==> config.mk <==
export PLATFORM = sky130hd
export DESIGN_NAME = servo_move_sequencer
export DESIGN_NICKNAME = d
export VERILOG_FILES = /design/src/rtl/servo_move_sequencer.sv
export SDC_FILE = /design/constraint.sdc
export NUM_CORES = 1
export LEC_CHECK = 0
export ABC_AREA = 1
export CAP_MARGIN = 20
export CORE_MARGIN = 1.5
export CORE_UTILIZATION = 60
export CTS_CLUSTER_DIAMETER = 100
export CTS_CLUSTER_SIZE = 20
export DETAILED_ROUTE_END_ITERATION = 7
export GPL_TIMING_DRIVEN = 0
export HOLD_SLACK_MARGIN = 0.08
export PLACE_DENSITY = 0.89
export SETUP_SLACK_MARGIN = 0.05
export SYNTH_ARGS = -nofsm -noshare
export SYNTH_HDL_FRONTEND = slang
export SYNTH_SLANG_ARGS = --single-unit
==> constraint.sdc <==
create_clock -name clk -period 10.33 [get_ports clk]
set_input_delay 1.033 -clock clk [delete_from_list [all_inputs] [get_ports clk]]
set_output_delay 1.033 -clock clk [all_outputs]
set_load 0.02 [all_outputs]
==> src/rtl/servo_move_sequencer.sv <==
`default_nettype none
// ============================================================================
//  Module      : servo_move_sequencer
//  Description : Command-driven move sequencer for the arm's hobby servos.
//                Accepts one move at a time (channel index + target pulse
//                width), ramps the selected channel's duty count toward the
//                target by at most STEP once per PWM frame, holds for
//                SETTLE_FRAMES frames, then pulses done. The duty/period
//                outputs feed NUM_SERVOS downstream pwm_servos instances.
//  Revision    : 1.0 - initial release
// ----------------------------------------------------------------------------
//  Ports
//    clk         in   system clock
//    res         in   asynchronous active-low reset
//    cmd_valid   in   move command present
//    cmd_ready   out  command can be accepted (high only while idle)
//    cmd_idx     in   servo channel to move (IDX_W bits)
//    cmd_target  in   requested duty count (clamped to MIN_D..MAX_D)
//    d_out       out  per-channel duty counts, channel i at [32*i+31:32*i]
//    t_out       out  PWM period, constant PERIOD
//    busy        out  move in progress (ramping or settling)
//    done        out  one-cycle pulse when a move completes
//    err         out  one-cycle pulse on a command with out-of-range index
// ============================================================================
module servo_move_sequencer #(
  parameter int NUM_SERVOS    = 4,
  parameter int PERIOD        = 2000000,
  parameter int MIN_D         = 100000,
  parameter int MAX_D         = 200000,
  parameter int CENTER_D      = 150000,
  parameter int STEP          = 2000,
  parameter int SETTLE_FRAMES = 10,
  // Index port width; may be widened so out-of-range indices are expressible.
  parameter int IDX_W         = (NUM_SERVOS > 1) ? $clog2(NUM_SERVOS) : 1
) (
  input  logic                    clk,
  input  logic                    res,
  input  logic                    cmd_valid,
  output logic                    cmd_ready,
  input  logic [IDX_W-1:0]        cmd_idx,
  input  logic [31:0]             cmd_target,
  output logic [32*NUM_SERVOS-1:0] d_out,
  output logic [31:0]             t_out,
  output logic                    busy,
  output logic                    done,
  output logic                    err
);

  // Width needed to select among the real channels.
  localparam int SEL_W = (NUM_SERVOS > 1) ? $clog2(NUM_SERVOS) : 1;

  localparam logic [31:0]    c_PERIOD   = 32'(PERIOD);
  localparam logic [31:0]    c_FRM_LAST = 32'(PERIOD - 1);
  localparam logic [31:0]    c_MIN_D    = 32'(MIN_D);
  localparam logic [31:0]    c_MAX_D    = 32'(MAX_D);
  localparam logic [31:0]    c_CENTER_D = 32'(CENTER_D);
  localparam logic [31:0]    c_STEP     = 32'(STEP);
  localparam logic [31:0]    c_SETTLE   = 32'(SETTLE_FRAMES);
  localparam logic [IDX_W:0] c_NUM_EXT  = (IDX_W + 1)'(NUM_SERVOS);

  typedef enum logic [1:0] {
    S_IDLE   = 2'd0,
    S_RAMP   = 2'd1,
    S_SETTLE = 2'd2,
    S_DONE   = 2'd3
  } state_t;

  state_t           r_state;
  logic [31:0]      r_frm;
  logic [31:0]      r_duty [NUM_SERVOS];
  logic [SEL_W-1:0] r_idx;
  logic [31:0]      r_tgt;
  logic [31:0]      r_settle;
  logic             r_ready;
  logic             r_busy;
  logic             r_done;
  logic             r_err;

  logic             w_tick;
  logic             w_idx_bad;
  logic [31:0]      w_tgt_clamped;
  logic [31:0]      w_cmd_cur;
  logic [31:0]      w_cur;
  logic [31:0]      w_diff;
  logic [31:0]      w_next;
  logic [31:0]      w_settle_inc;

  // --------------------------------------------------------------------------
  // Free-running frame counter; never restarted by commands so duty updates
  // always land on the PWM period boundary.
  // --------------------------------------------------------------------------
  always_ff @(posedge clk or negedge res) begin
    if (!res) begin
      r_frm <= '0;
    end else if (r_frm == c_FRM_LAST) begin
      r_frm <= '0;
    end else begin
      r_frm <= r_frm + 32'd1;
    end
  end

  assign w_tick = (r_frm == c_FRM_LAST);

  // --------------------------------------------------------------------------
  // Command decode: range check, target clamp, current duty of the
  // addressed channel (used to detect an already-satisfied target).
  // --------------------------------------------------------------------------
  assign w_idx_bad = ({1'b0, cmd_idx} >= c_NUM_EXT);

  always_comb begin
    w_tgt_clamped = cmd_target;
    if (cmd_target < c_MIN_D) begin
      w_tgt_clamped = c_MIN_D;
    end else if (cmd_target > c_MAX_D) begin
      w_tgt_clamped = c_MAX_D;
    end
  end

  always_comb begin
    w_cmd_cur = r_duty[0];
    for (int i = 0; i < NUM_SERVOS; i++) begin
      if ({1'b0, cmd_idx} == (IDX_W + 1)'(i)) begin
        w_cmd_cur = r_duty[i];
      end
    end
  end

  // --------------------------------------------------------------------------
  // Ramp step for the channel under move: approach target by at most STEP.
  // --------------------------------------------------------------------------
  always_comb begin
    w_cur = r_duty[0];
    for (int i = 0; i < NUM_SERVOS; i++) begin
      if (r_idx == SEL_W'(i)) begin
        w_cur = r_duty[i];
      end
    end
  end

  always_comb begin
    w_diff = '0;
    w_next = w_cur;
    if (r_tgt > w_cur) begin
      w_diff = r_tgt - w_cur;
      w_next = w_cur + ((w_diff > c_STEP) ? c_STEP : w_diff);
    end else if (r_tgt < w_cur) begin
      w_diff = w_cur - r_tgt;
      w_next = w_cur - ((w_diff > c_STEP) ? c_STEP : w_diff);
    end
  end

  assign w_settle_inc = r_settle + 32'd1;

  // --------------------------------------------------------------------------
  // Move FSM with registered status outputs and duty registers.
  // --------------------------------------------------------------------------
  always_ff @(posedge clk or negedge res) begin
    if (!res) begin
      r_state  <= S_IDLE;
      for (int i = 0; i < NUM_SERVOS; i++) begin
        r_duty[i] <= c_CENTER_D;
      end
      r_idx    <= '0;
      r_tgt    <= c_CENTER_D;
      r_settle <= '0;
      r_ready  <= 1'b1;
      r_busy   <= 1'b0;
      r_done   <= 1'b0;
      r_err    <= 1'b0;
    end else begin
      r_done <= 1'b0;
      r_err  <= 1'b0;
      case (r_state)
        S_IDLE: begin
          if (cmd_valid) begin
            if (w_idx_bad) begin
              r_err <= 1'b1;
            end else begin
              r_idx    <= cmd_idx[SEL_W-1:0];
              r_tgt    <= w_tgt_clamped;
              r_settle <= '0;
              r_ready  <= 1'b0;
              r_busy   <= 1'b1;
              r_state  <= (w_tgt_clamped == w_cmd_cur) ? S_SETTLE : S_RAMP;
            end
          end
        end

        S_RAMP: begin
          if (w_tick) begin
            for (int i = 0; i < NUM_SERVOS; i++) begin
              if (r_idx == SEL_W'(i)) begin
                r_duty[i] <= w_next;
              end
            end
            if (w_next == r_tgt) begin
              r_settle <= '0;
              r_state  <= S_SETTLE;
            end
          end
        end

        S_SETTLE: begin
          if (c_SETTLE == 32'd0) begin
            r_busy  <= 1'b0;
            r_done  <= 1'b1;
            r_state <= S_DONE;
          end else if (w_tick) begin
            r_settle <= w_settle_inc;
            if (w_settle_inc == c_SETTLE) begin
              r_busy  <= 1'b0;
              r_done  <= 1'b1;
              r_state <= S_DONE;
            end
          end
        end

        S_DONE: begin
          r_ready <= 1'b1;
          r_state <= S_IDLE;
        end

        default: begin
          r_ready <= 1'b1;
          r_busy  <= 1'b0;
          r_state <= S_IDLE;
        end
      endcase
    end
  end

  // --------------------------------------------------------------------------
  // Output packing
  // --------------------------------------------------------------------------
  generate
    for (genvar gi = 0; gi < NUM_SERVOS; gi++) begin : g_pack
      assign d_out[32*gi +: 32] = r_duty[gi];
    end
  endgenerate

  assign t_out     = c_PERIOD;
  assign cmd_ready = r_ready;
  assign busy      = r_busy;
  assign done      = r_done;
  assign err       = r_err;

endmodule
`default_nettype wire

==> metrics.yaml, run 1 <==
io_pins: 201
post-layout-total-power_mw: 6.35
critPathMostFrequentCell: "sky130_fd_sc_hd__nand2_1"
p_switching_mw: 3.75
global_route.usage.total_pct: 44.7
outcome: "finished, final reports clean"
postSynthRegisterBits: 231
avgRoutedWirePerCell_um: 21.3
period_needed_ps: 9980
route.final.wire_length_um: 87400
nFillCells: 3301
synthFlopType: "sky130_fd_sc_hd__dfrtp_1"
startpoint_types: "register"
min-delay-path-class: "reg2reg"
largest_cells_by_area_after_synthesis: "sky130_fd_sc_hd__dfrtp_1 (21%), sky130_fd_sc_hd__nand2_1 (12%), sky130_fd_sc_hd__inv_1 (8.3%)"
synth_most_common_cell: "sky130_fd_sc_hd__nand2_1"
coreArea_mm2: 0.0364
p_per_area_mw_per_mm2: 251
synth_edf_count: 0
crit_path_max_incr_delay_ps: 490
crit_path_top_delay_cell: "sky130_fd_sc_hd__ha_1"
cts.htree.levels: 1
max_freq_ghz: 0.100
netlist.area_leader.share_pct: 21.5
fin_setup_tns_ps: 0
first_global_vias: 23323
hold_viol_final: 0
clk_pin_slew_ps: 100
dpl_worst_slack_ps: -947
worst-endpoint-required_ps: 10740
dr.pass1.iters: 7
cts-root-to-sink-buffers: 3
ys_top_cells_by_count: "sky130_fd_sc_hd__nand2_1 (731), sky130_fd_sc_hd__inv_1 (491), sky130_fd_sc_hd__a21oi_1 (314), sky130_fd_sc_hd__nor2_1 (299), sky130_fd_sc_hd__o21ai_0 (225)"
static-leakage-power_nw: 12.3
drt_drc_violations_left: 0
holdWs_ps: 485
grt_antenna_before_repair: 1
netlist_instances: 3366
timing.final.max_slew_violations: 0
async_flop_share_pct: 100
worst-endpoint-arrival_ps: 10390
holdPathStages: 1
die_area_mm2: 0.0380
max_slew_margin_pct: 29.7
tritoncts: "done"
worstMarginPinSlew_ps: 1030
worst_path_maximum_fanout: 10
power.share.clock_pct: 10.4
globalRoute.totalOverflow: 0
die-width_um: 195
worstRegToRegCells: 51
critical_path.endpoint_type: "register"
fin_skew_ps: 34.2
placementRows: 70
flow.area_growth_from_synthesis_pct: 14.5
maxCapViolations: 0
die-height_um: 195
setup_viol: 0
drt_iter0_markers: 3105
dp_hpwl_um: 70700
mappedNetlistArea_mm2: 0.0221
route.vias.total: 25253
quantity_of_i_o_buffers_inserted_on_ports: 167
internal_power_mw: 2.60
design.final.nets: 3790
synth-seq-area-share_pct: 26.4
layout_worst_path_cycle_share_pct: 96.6
post_synth.cell_area_avg_um2: 6.57
yosysWarnings: 0
pwr-share-comb_pct: 74.3
viasPerCell: 6.16
worst_vdd_drop_uv: 175
cts_sinks: 231
cts_hold_buf: 0
synth_area_leader_cell: "sky130_fd_sc_hd__dfrtp_1"
layout.core_utilization_pct: 69.5
post_synth_num_cell_types: 67
finalWorstSetupSlack_ps: 354
p_sw_share_pct: 59.0
grt_first_pass_wirelength_um: 131000
number_of_clock_buffers_inserted_by_tritoncts: 16
clk_root_buffer_cell: "sky130_fd_sc_hd__clkbuf_16"
n_antenna_cell: 0
layout-drive-gt1-share_pct: 6.91
initial_core_util_pct: 60.7
grt_start_max_net_pins: 119
setup_repair_after_global_routing_missed_its_margin: "no"
routability_driven_placement_congestion_ratio: 1.07
worst_skew_pair_latency_ps: 550
share_seq_of_total_power_pct: 15.2
critPathKind: "reg2reg"
final_antenna_violating_net_count: 0
## layout by cell type, fill, tap and decap left out, types with 9 or more instances in the layout
cell type / n
sky130_fd_sc_hd__o21ai_2: 9
sky130_fd_sc_hd__o21bai_1: 16
sky130_fd_sc_hd__a221oi_1: 29
sky130_fd_sc_hd__o211ai_1: 11
sky130_fd_sc_hd__o221ai_1: 27
sky130_fd_sc_hd__nand2_2: 22
sky130_fd_sc_hd__a21oi_1: 311
sky130_fd_sc_hd__buf_4: 42
sky130_fd_sc_hd__nand4_1: 52
sky130_fd_sc_hd__clkbuf_16: 16
sky130_fd_sc_hd__nand2_1: 730
sky130_fd_sc_hd__clkdlybuf4s50_1: 166
sky130_fd_sc_hd__inv_2: 19
sky130_fd_sc_hd__conb_1: 73
sky130_fd_sc_hd__mux2i_1: 9
sky130_fd_sc_hd__a22oi_2: 9
sky130_fd_sc_hd__nor4_1: 20
sky130_fd_sc_hd__buf_2: 12
sky130_fd_sc_hd__ha_1: 126
sky130_fd_sc_hd__a31oi_1: 28
sky130_fd_sc_hd__nand3_2: 23
sky130_fd_sc_hd__dfrtp_1: 190
sky130_fd_sc_hd__nor3_1: 36
sky130_fd_sc_hd__o21a_1: 50
sky130_fd_sc_hd__clkbuf_1: 70
sky130_fd_sc_hd__inv_1: 490
sky130_fd_sc_hd__a22oi_1: 21
sky130_fd_sc_hd__o21ai_0: 218
sky130_fd_sc_hd__nand3_1: 221
sky130_fd_sc_hd__nor2_1: 296
sky130_fd_sc_hd__dfstp_2: 41
sky130_fd_sc_hd__xor2_1: 77
sky130_fd_sc_hd__o21ai_1: 13
sky130_fd_sc_hd__xnor2_1: 28
## layer usage
metal / part of all wire (%) / vias up / GRT usage [%] / wire length, um
met5: 0.0092 / - / 0 / 8
met4: 6.9 / 2 / 25.7 / 6060
met3: 12 / 364 / 11.0 / 10700
met2: 42 / 1683 / 67.8 / 36700
met1: 39 / 11594 / 58.3 / 33900
li1: - / 11610 / - / -
## kinds of logic after synthesis
kind of cell / share of synthesized area (%)
muxes: 0.407
other: 0.0339
buffers and inverters: 11.8
adders and majority gates: 7.36
and+or+nand+nor: 29.0
AOI/OAI and AO/OA: 21.0
DFF: 26.4
xor gates and xnor gates: 4.16
## what timing repair did
action,in CTS,in global routing
gates resized for setup,14,40
buffers inserted,0,3
pin swaps,0,3
hold endpoints to repair,0,0
endpoints found under the setup margin,34,34
gates cloned,0,0
## power groups by stage
stage	clock, mW	sequential, mW	combinational [mW]
final	0.663	0.967	4.72
after global routing	0.685	0.970	5.06
after CTS	0.658	0.965	4.41
after detailed placement	0	0.982	4.36
after global placement	0	0.981	4.33
after floorplan	0	0.977	3.08
## area by class of cell
class                   count  area, um^2  area share, %
plain buffers             127         681           2.69
clock buffers              24         430           1.70
clock inverters             4        57.6          0.227
inverters                 513        1930           7.61
multi-input cells        2564       14100           55.6
flip-flops and latches    231        5830           23.0
well taps                 468         586           2.31
repair buffers            171        1730           6.82
## worst max-delay path, delay by kind of cell (launching register included)
| family | cells | cell delay (ps) |
|---|---|---|
| AO/OA/AOI/OAI | 12 | 2660 |
| buffers and inverters | 10 | 1700 |
| XOR/XNOR | 2 | 320 |
| adder cells (fa/ha/maj) | 2 | 810 |
| flip-flops | 1 | 390 |
| AND/OR/NAND/NOR | 25 | 3950 |
## registers in the layout (all words and copies together), names as in the netlist
register and count:
r_idx 2, busy 1, cmd_ready 1, r_frm 32
r_tgt 32, done 1, r_settle 32, r_state 2
d_out 128
## path summary, 6_finish.rpt
kind,start,endpoint,slack [ps]
max in group asynchronous,res,r_tgt[20],8660
worst max-delay path,r_idx[1],r_settle[2],350
worst min register to register,r_frm[0],r_frm[0],490
min in group asynchronous,res,r_idx[1],550
worst min-delay path,r_frm[0],r_frm[0],490
worst max register to register,r_idx[1],r_settle[2],350
## per-stage QoR
step | instance area (um^2) | std cells
floorplan | 22400 | 3437
global placement | 24600 | 4072
detailed placement | 24700 | 4073
CTS | 25200 | 4101
global route | 25300 | 4102
finish | 25300 | 4102
Power figures use the tool's default switching activity.
==> inputs of run 2 (changes only) <==
- CORE_MARGIN: 1.5 -> default
==> metrics.yaml, run 2 (same netlist as run 1, synthesis figures left out) <==
grt_start_max_net_pins: 126  # was 119
final_cell_mix: "sky130_fd_sc_hd__nand2_1 (730), sky130_fd_sc_hd__inv_1 (491), sky130_fd_sc_hd__a21oi_1 (311), sky130_fd_sc_hd__nor2_1 (297), sky130_fd_sc_hd__nand3_1 (221)"  # was sky130_fd_sc_hd__nand2_1 (730), sky130_fd_sc_hd__inv_1 (490), sky130_fd_sc_hd__a21oi_1 (311), sky130_fd_sc_hd__nor2_1 (296), sky130_fd_sc_hd__nand3_1 (221)
layout_worst_path_cycle_share_pct: 97.1  # was 96.6%
maxCapViolations: 0  # unchanged
setup_repair_after_global_routing_missed_its_margin: "no"  # unchanged
path_buf_inv: 8  # was 10
hold_viol_final: 0  # unchanged
clk_pin_slew_ps: 90  # was 100 ps
nFillCells: 3234  # was 3,301
drt_iter0_markers: 3687  # was 3,105
layout-drive-gt1-share_pct: 6.91  # about the same
share_seq_of_total_power_pct: 15.3  # was 15.2%
number_of_clock_buffers_inserted_by_tritoncts: 15  # was 16
period_needed_ps: 10030  # was 9980 ps
globalRoute.totalOverflow: 0  # unchanged
max_freq_ghz: 0.0997  # was 0.100 GHz
viasPerCell: 6.20  # was 6.16
die-height_um: 194  # was 195 um
timing.rr.start: "r_idx[0]"  # was r_idx[1]
critPathMostFrequentCell: "sky130_fd_sc_hd__nand2_1"  # unchanged
flow.area_growth_from_synthesis_pct: 14.4  # was 14.5%
grt_antenna_before_repair: 0  # was 1
die_area_mm2: 0.0376  # was 0.0380 mm^2
p_sw_share_pct: 58.8  # was 59.0%
grt_first_pass_wirelength_um: 130000  # was 131,000 um
timing.final.max_slew_violations: 0  # unchanged
cts_sinks: 231  # unchanged
static-leakage-power_nw: 12.2  # was 12.3 nW
io_pins: 201  # unchanged
final_antenna_violating_net_count: 0  # unchanged
route.vias.total: 25401  # was 25,253
post-layout-total-power_mw: 6.30  # was 6.35 mW
drt_drc_violations_left: 1  # was 0
worst_vdd_drop_uv: 167  # was 175 uV
tritoncts: "done"  # unchanged
clk_root_buffer_cell: "sky130_fd_sc_hd__clkbuf_16"  # unchanged
worst-r2r-setup-slack_ps: 300  # was 350 ps
layout.area.seq_mm2: 0.00583  # unchanged
power.share.clock_pct: 9.8  # was 10.4%
p_switching_mw: 3.70  # was 3.75 mW
worst-endpoint-required_ps: 10720  # was 10,740 ps
quantity_of_i_o_buffers_inserted_on_ports: 167  # unchanged
design_area_mm2: 0.0253  # about the same
cts-root-to-sink-buffers: 3  # unchanged
timing.rr.end: "r_settle[7]"  # was r_settle[2]
outcome: "complete, but fails checks"  # was finished, final reports clean
p_per_area_mw_per_mm2: 249  # was 251 mW/mm^2
worst_path_dominant_cell_family: "compound AO/OA/AOI/OAI gates"  # was simple AND/OR/NAND/NOR gates
min-delay-path-class: "in2async"  # was reg2reg
worstMarginPinSlew_ps: 1040  # was 1030 ps
pwr-share-comb_pct: 74.9  # was 74.3%
max_slew_margin_pct: 30.2  # was 29.7%
design.final.nets: 3793  # was 3,790
worst_skew_pair_latency_ps: 510  # was 550 ps
worst_path_maximum_fanout: 10  # unchanged
crit_path_max_incr_delay_ps: 450  # was 490 ps
avgRoutedWirePerCell_um: 21.1  # was 21.3 um
first_global_vias: 23179  # was 23,323
holdWs_ps: 290  # was 485 ps
fin_skew_ps: 22.2  # was 34.2 ps
worstRegToRegCells: 44  # was 51
dp_area_mm2: 0.0247  # about the same
n_antenna_cell: 0  # unchanged
placementRows: 69  # was 70
startpoint_types: "register"  # unchanged
setup_viol: 0  # unchanged
layout.cells.most_common: "sky130_fd_sc_hd__nand2_1"  # unchanged
worst-endpoint-arrival_ps: 10420  # was 10,390 ps
critical_path.endpoint_type: "register"  # unchanged
routability_driven_placement_congestion_ratio: 1.08  # was 1.07
violated_checks: "DRC"
max_ffs_per_register: 128  # unchanged
dr.pass1.iters: 8  # was 7
crit_path_top_delay_cell: "sky130_fd_sc_hd__ha_1"  # unchanged
multi_input_area_mm2: 0.0141  # about the same
coreArea_mm2: 0.0359  # was 0.0364 mm^2
route.final.wire_length_um: 86500  # was 87,400 um
critPathKind: "reg2reg"  # unchanged
timing.critical_path.from: "r_idx[0]"  # was r_idx[1]
die-width_um: 194  # was 195 um
dp_hpwl_um: 69400  # was 70,700 um
internal_power_mw: 2.59  # was 2.60 mW
cts.htree.levels: 1  # unchanged
global_route.usage.total_pct: 44.7  # about the same
initial_core_util_pct: 61.6  # was 60.7%
run 2: changes by cell type in the layout (fill, tap and decap cells not counted), moves of 2 or more:
cell / before / now
sky130_fd_sc_hd__buf_4: 42 / 44
sky130_fd_sc_hd__a21boi_1: 7 / 5
sky130_fd_sc_hd__clkinv_8: 3 / 0
sky130_fd_sc_hd__clkbuf_1: 70 / 72
run 2: worst max path at each step:
stage	endpoint	slack, ps	cells after the start
after floorplan	r_settle[17]	2730	52
after global placement	r_settle[2]	-1470	1
after detailed placement	r_settle[18]	-970	50
after CTS	r_settle[7]	80	50
after global routing	r_settle[1]	20	52
final	r_settle[7]	300	44
run 2: routing by layer:
layer / vias up / wire length (um) / GRT usage [%]
met5: - / 0 / 0
met4: 0 / 5220 / 22.9
met3: 358 / 11300 / 9.67
met2: 1814 / 36300 / 67.9
met1: 11624 / 33700 / 60.0
li1: 11605 / - / -
run 2: area by class of cell:
class / count / area share (%)
plain buffers: 127 / 2.67
clock buffers: 24 / 1.66
clock inverters: 1 / 0.0346
inverters: 513 / 7.62
multi-input cells: 2564 / 55.7
flip-flops and latches: 231 / 23.0
well taps: 461 / 2.28
repair buffers: 175 / 7.01
run 2: power by group through the flow:
stage | clock network, mW | logic, mW | registers [mW]
floorplan | 0 | 3.08 | 0.977
global placement | 0 | 4.29 | 0.982
detailed placement | 0 | 4.33 | 0.981
CTS | 0.612 | 4.38 | 0.965
global route | 0.642 | 5.04 | 0.967
finish | 0.617 | 4.71 | 0.966
run 2: repair_timing:
action                     CTS  global route
setup endpoints to repair   34            34
pin swaps                    0             3
hold buffers                 0             0
resized for setup           16            27
buffers inserted             0             5
run 2: per-stage QoR:
stage / setup TNS (ps) / std cells / utilization (%) / setup WS [ps]
after floorplan: 0 / 3437 / - / 2730
after global placement: -297180 / 4065 / 68.6 / -1470
after detailed placement: -31730 / 4067 / 68.8 / -971
after CTS: 0 / 4092 / 70.1 / 75.3
after global routing: 0 / 4096 / 70.5 / 21.8
final: 0 / 4096 / 70.5 / 297
